**src/rtl/mac_seq_ctrl.sv**
```systemverilog
// Sequencer for the 2-bit MAC: clears the accumulator at job start, sums a*b per
// accepted beat, and holds the final sum on a result valid/ready handshake.
module mac_seq_ctrl #(
  parameter int DATA_W = 2,
  parameter int ACC_W  = 8,
  parameter int LEN_W  = 4
) (
  input  logic              clk,
  input  logic              rst,
  input  logic              start,
  input  logic [LEN_W-1:0]  len,
  input  logic              abort,
  input  logic              in_valid,
  output logic              in_ready,
  input  logic [DATA_W-1:0] a_in,
  input  logic [DATA_W-1:0] b_in,
  output logic              res_valid,
  input  logic              res_ready,
  output logic [ACC_W-1:0]  result,
  output logic              overflow,
  output logic              busy
);

  typedef enum logic [1:0] {IDLE = 2'd0, RUN = 2'd1, DONE = 2'd2} state_t;

  state_t              state, state_nxt;
  logic [LEN_W-1:0]    len_q, count_q;
  logic [ACC_W-1:0]    acc_q;
  logic                ovf_q, res_valid_q;
  logic                beat, last_beat;
  logic [2*DATA_W-1:0] prod;
  logic [ACC_W:0]      sum;

  assign beat      = in_valid & in_ready;
  assign last_beat = beat && (count_q == len_q - LEN_W'(1));
  assign prod      = {{DATA_W{1'b0}}, a_in} * {{DATA_W{1'b0}}, b_in};
  // One extra bit captures the carry out of the accumulator for the sticky flag.
  assign sum       = {1'b0, acc_q} + {{(ACC_W + 1 - 2*DATA_W){1'b0}}, prod};

  always_ff @(posedge clk or posedge rst) begin
    if (rst) state <= IDLE;
    else     state <= state_nxt;
  end

  always_comb begin
    state_nxt = state;
    case (state)
      IDLE:    if (start) state_nxt = (len == '0) ? DONE : RUN;
      // Abort takes priority over a final beat in the same cycle.
      RUN:     if (abort) state_nxt = IDLE;
               else if (last_beat) state_nxt = DONE;
      DONE:    if (res_valid_q && res_ready) state_nxt = IDLE;
      default: state_nxt = IDLE;
    endcase
  end

  always_comb begin
    in_ready = (state == RUN);
    busy     = (state != IDLE);
  end

  always_ff @(posedge clk or posedge rst) begin
    if (rst) begin
      len_q       <= '0;
      count_q     <= '0;
      acc_q       <= '0;
      ovf_q       <= 1'b0;
      res_valid_q <= 1'b0;
    end else begin
      res_valid_q <= (state_nxt == DONE);
      case (state)
        IDLE: begin
          if (start) begin
            len_q   <= len;
            count_q <= '0;
            acc_q   <= '0;
            ovf_q   <= 1'b0;
          end
        end
        RUN: begin
          if (!abort && beat) begin
            acc_q   <= sum[ACC_W-1:0];
            ovf_q   <= ovf_q | sum[ACC_W];
            count_q <= count_q + LEN_W'(1);
          end
        end
        default: ;
      endcase
    end
  end

  assign res_valid = res_valid_q;
  assign result    = acc_q;
  assign overflow  = ovf_q;

endmodule

```
**config.mk**
```make
export PLATFORM = sky130hd
export DESIGN_NAME = mac_seq_ctrl
export DESIGN_NICKNAME = d
export VERILOG_FILES = /design/src/rtl/mac_seq_ctrl.sv
export SDC_FILE = /design/constraint.sdc
export NUM_CORES = 1
export LEC_CHECK = 0
export ABC_AREA = 1
export ABC_CLOCK_PERIOD_IN_PS = 2550
export BUFFER_PORTS_ARGS = -buffer_cell sky130_fd_sc_hd__buf_2
export CAP_MARGIN = 10
export CORE_MARGIN = 2
export CORE_UTILIZATION = 54
export CTS_CLUSTER_DIAMETER = 30
export DETAILED_ROUTE_END_ITERATION = 8
export GPL_ROUTABILITY_DRIVEN = 0
export GPL_TIMING_DRIVEN = 0
export PLACE_DENSITY = 0.82
export SYNTH_ARGS = -nofsm -noshare
export SYNTH_HDL_FRONTEND = slang
export SYNTH_SLANG_ARGS = --single-unit
```
**constraint.sdc**
```tcl
create_clock -name clk -period 2.55 [get_ports clk]
set_input_delay 0 -clock clk [delete_from_list [all_inputs] [get_ports clk]]
set_output_delay 0 -clock clk [all_outputs]
set_load 0.005 [all_outputs]
```
Word level (Yosys, flattened, before mapping)
Index checks and enable logic that the tools add are counted.
{ "word_totals": {"ff_bits": 20, "out_inout_bits": 12, "wordCells": 43} }
{ "op_classes": {"addsub": 3, "n_mul": 1, "n_eq_ne": 6, "n_mux": 15, "bitwise": 2, "reduce_logical": 10} }
{ "op_table": {"columns": ["cell", "n"], "rows": [
  ["$mux 8", 2],
  ["$pmux 8 s2", 1],
  ["$mux 2", 5],
  ["$add 8x4->9", 1],
  ["$mux 4", 2],
  ["$pmux 4 s2", 1],
  ["$pmux 2 s3", 1],
  ["$add 4x1->4 const B", 1],
  ["$eq 2x2->1 const B", 2],
  ["$eq 4x4->1", 1],
  ["$logic_not 4->1", 1],
  ["$mul 2x2->4", 1],
  ["$reduce_bool 2->1", 2],
  ["$sub 4x1->4 const B", 1],
  ["$logic_and 1x1->1", 3],
  ["$reduce_and 3->1", 1],
  ["$eq 2x1->1 const B", 1],
  ["$logic_not 2->1", 1],
  ["$mux 1", 2],
  ["$ne 2x1->1 const B", 1],
  ["$ne 2x2->1 const B", 1],
  ["$pmux 1 s2", 1],
  ["$reduce_and 2->1", 1],
  ["$and 1x1->1", 1],
  ["2 further kinds", 2]
]} }

Longest topological paths before layout
{ "logic_depth": {"ltp_word": 7, "ltp_mapped": 11, "depth_no_buf": 11} }

Worst setup path before layout
No wires, ideal clock.
{ "synth_path": {"path_type": "reg2reg", "from": "register acc_q[1], in the netlist result[1]", "to": "register acc_q[5], in the netlist result[5]", "setup_ns": 0.127, "t_arrival_ns": 1.957, "required_ns": 2.423, "setup_slack_ns": 0.466, "stages_incl_launch_ff": 12, "path_buffers": 0, "synth_period_minus_slack_ns": 2.084, "cell_sequence": "dfrtp_1 > inv_1 > fa_1 > inv_1 > ha_1 > fa_1 > nand2_1 > nand2_1 > nand2_1 > nand2_1 > nand4_1 > o21ai_0"} }
{ "synth_via": {"elab_chain_cells": 3} }
{ "synth_lines": {"columns": ["item", "line", "rtl"], "rows": [
  ["start: declaration", "28", "logic [ACC_W-1:0] acc_q;"],
  ["start signal: assignment", "82", "acc_q <= sum[ACC_W-1:0];"],
  ["$add 8x4->9", "38", "assign sum = {1'b0, acc_q} + {{(ACC_W + 1 - 2*DATA_W){1'b0}}, prod};"],
  ["$mux 8", "81", "if (!abort && beat) begin"],
  ["$pmux 8 s2", "71", "case (state)"]
]} }
No other way between the ends. The select of a mux whose other input is x is not followed.
A chain may end at the register's enable or synchronous reset.

Worst setup path after layout
Ends and elaborated chain as after synthesis.

==> results summary <==
The run finished with clean final reports. The worst register-to-register path has a depth of 11. For this run the aggregate overflow at the end of global routing stands at 0. TritonCTS built the clock tree. The initial utilization of the core area, before any placement, comes to 58.1%. The synthesized area per cell came out at 7.09 sq um. The top cell type by total area after synthesis is dfrtp_1.

The placement row count is 17. The share of total power in sequential cells is 41.7%. The total of hold buffers inserted after clock tree synthesis came out at 8. The analysis attributes to cell leakage a power of 0.924 nW. In this run the biggest area consumer among cell types represents 38.6% of the synthesized area. Yosys mapped a number of flops with a built-in enable equal to 0. The number of inserted filler cells in the final layout is 192. The startpoint of the worst register-to-register path is result[1].

The number of gates resized after CTS was 0. The number of maximum-capacitance constraint violations is 0. The peak ir drop on the vdd network came out at 0.529 mV. The critical path in this run is classified as reg -> reg.

Clock tree synthesis found a total of 20 sinks. In this run the most critical hold path is launched from abort. Measured against its own limit, the worst slew margin works out to 48.3%. The register area share after synthesis came out at 38.6%. The library cell with the highest instance count after synthesis is nand2_1. Yosys attributes the largest share of cell area to dfrtp_1 39%, nand2_1 18%, inv_1 8.7%, nand3_1 6.9%, ha_1 6.8%.

The area added between synthesis and finish came out at 20.3%. The switching share of total power came out at 41.8%. Entering global routing, the biggest net connects 21 pins.

Setup repair after global routing left no endpoint under its margin. The count of unresolved DRC violations after routing is 0. The initial antenna violation count came to 0. In this run the cell area measured after placement is 1460 sq um. In the synthesized netlist the dominant register cell turns out to be dfrtp_1. Summing every instance area after synthesis gives 1300 sq um. The proportion of synthesized flip-flops having asynchronous set or reset came out at 100%.

Across every metal layer, demand over resource in global routing totals 23.6%. The minimum period implied by the final worst setup slack came out at 2190 ps. The overall die height came out at 53.0 um. The data arrival time at the worst-slack endpoint is 2390 ps.

The count of endpoints failing hold in the final timing report is 0. The post-synthesis cell type count came out at 20. The slew at the pin closest to its max-slew limit is 775 ps. The power spent charging and discharging nets is 0.465 mW. The post-route fraction of the period consumed by the critical path is 85.9%. The first global-routing pass estimated 4.82 mm of wire.

The endpoint of the worst hold path is count_q[0]. The cell depth of the worst min-delay path is 4. The clock network is responsible for 13.9% of the overall power. The I/O pin total is 26. The clock edge transition at the registers on the reported setup and hold paths came out at 120 ps.

The count of buffers from port buffering came out at 25. After the first detailed-routing iteration, the DRC count stood at 21. The total number of nets in the final design came out at 244.

The synthesis-stage register bit count came out at 20. The fraction of layout instances using a drive strength above 1 is 16.0%. For the worst setup path, the data required time is 2750 ps. The count of yosys warnings during synthesis came out at 0. In this run the critical register-to-register path is captured at result[5]. CTS built an H-tree with a depth of 1. The number of global-route vias before repair came out at 1202.

The setup check on the worst reg-to-reg path leaves a slack of 360 ps. The via count is 1267. After synthesis, the most frequently instantiated cells are 62 x nand2_1, 30 x inv_1, 20 x dfrtp_1. Summed over all layers, the routed wires come to 2.81 mm.

The final core utilization came out at 69.9%. The clock latency on the worst-skew pair is 300 ps. The cell internal power dissipation is 0.648 mW. The root buffer cell chosen for the clock tree is clkbuf_4. The power density relative to cell area is 713 nW/um^2.

The post-synth net total came out at 206. The antenna cell count is 0. The longest clock path from root to sink contains 2 buffers. The floorplan step set the die width to 53.0 um.

Setup violations remaining at the end of the flow were counted as 0. The total negative slack came out at 0 ps. The count of mapped cells out of synthesis is 183. The overall die area came out at 2810 sq um. The routed wirelength normalized by instance count is 11.4 um. The worst clock skew is 6.16 ps. The area of the core region is 2230 sq um.

The combinational share of power came out at 44.4%. The peak clock frequency supported by timing is 0.457 GHz. The post-layout instance area is 1560 sq um. The worst setup path is captured at a flop.

Before antenna repair, the detailed router went through 4 iterations. In this run, CTS created clock tree buffers numbering 3. The wire-length estimate of the detail-placed layout is 2.10 mm. The worst setup path is launched from a flop. Once detail routing completed, the nets flagged for antenna violations numbered 0. The largest fanout on the critical path came out at 3. The max-slew violation count is 0. In the routed layout, each cell is associated on average with a via count of 5.13. Buffers added to address setup during post-CTS repair amount to 0. The path category of the worst min-delay check is in -> reg.
==> power by group through the flow <==
stage	Clock, mW	Sequential [mW]	Combinational (mW)
2_1_floorplan	0	0.458	0.350
3_3_place_gp	0	0.462	0.460
3_5_place_dp	0	0.469	0.480
4_1_cts	0.157	0.463	0.497
5_1_grt	0.172	0.476	0.576
6_report	0.155	0.464	0.494
==> worst max-delay path: stages, from the launching register on <==
cell     delay (ps)
dfrtp_1         350
inv_1            70
fa_1            530
inv_1            40
ha_1            230
fa_1            420
nand2_1         110
nand2_1          70
nand2_1          60
nand2_1          50
nand4_1          80
o21ai_0          80
==> flip-flops by register name (all words and copies together) (netlist names) <==
signal and cells:
overflow 1, state 2, result 8, res_valid 1, count_q 4, len_q 4
==> routing by layer <==
metal | global-route usage, % | vias to the layer above | wire [um]
met3 | 3.67 | 5 | 80
li1 | - | 644 | -
met1 | 26.9 | 590 | 1190
met5 | 0 | - | 0
met4 | 8.12 | 0 | 30
met2 | 44.0 | 28 | 1510
==> layout by cell type, fill, tap and decap left out, drive strengths merged, types with 2 or more instances in the layout <==
cell type    count
nand4            6
dlygate4sd3      8
nor2            16
ha               7
dfrtp           20
nor3             2
inv             31
nand2           65
a21oi            2
clkbuf           3
nand3           18
o21ai            9
fa               2
buf             27
==> how the worst max path moves through the flow <==
stage	startpoint	endpoint	slack (ps)	cells past startpoint
finish	result[1]	result[5]	360	11
global route	result[1]	result[5]	220	11
floorplan	result[1]	result[5]	470	11
CTS	result[1]	result[5]	350	11
detailed placement	result[1]	result[5]	370	11
global placement	result[1]	result[5]	410	11
==> metrics by stage <==
step                total power [mW]  instances  hold slack, ps  setup WS, ps
finish                          1.11        247            20.5           360
global route                    1.22        247            21.4           218
CTS                             1.12        247            17.9           351
detailed placement             0.948        236             189           370
global placement               0.922        236             172           412
floorplan                      0.807        183           -36.2           466
==> cell families after synthesis <==
logic type	share of synthesized area [%]
fa+ha+maj	9.84
compound gates	4.82
xor+xnor	0.675
flops	38.6
simple gates	35.6
buf+inv	10.5
==> layout make-up <==
| cell class | instances | area (sq um) | share of cell area, % |
|---|---|---|---|
| multi-input combinational | 129 | 661 | 42.3 |
| sequential | 20 | 500 | 32.1 |
| timing repair buffer | 33 | 205 | 13.2 |
| inverter | 32 | 120 | 7.70 |
| tap | 28 | 35.0 | 2.25 |
| clock buffer | 3 | 22.5 | 1.44 |
| buffer | 2 | 16.3 | 1.04 |
(Power assumes the default switching activity.)
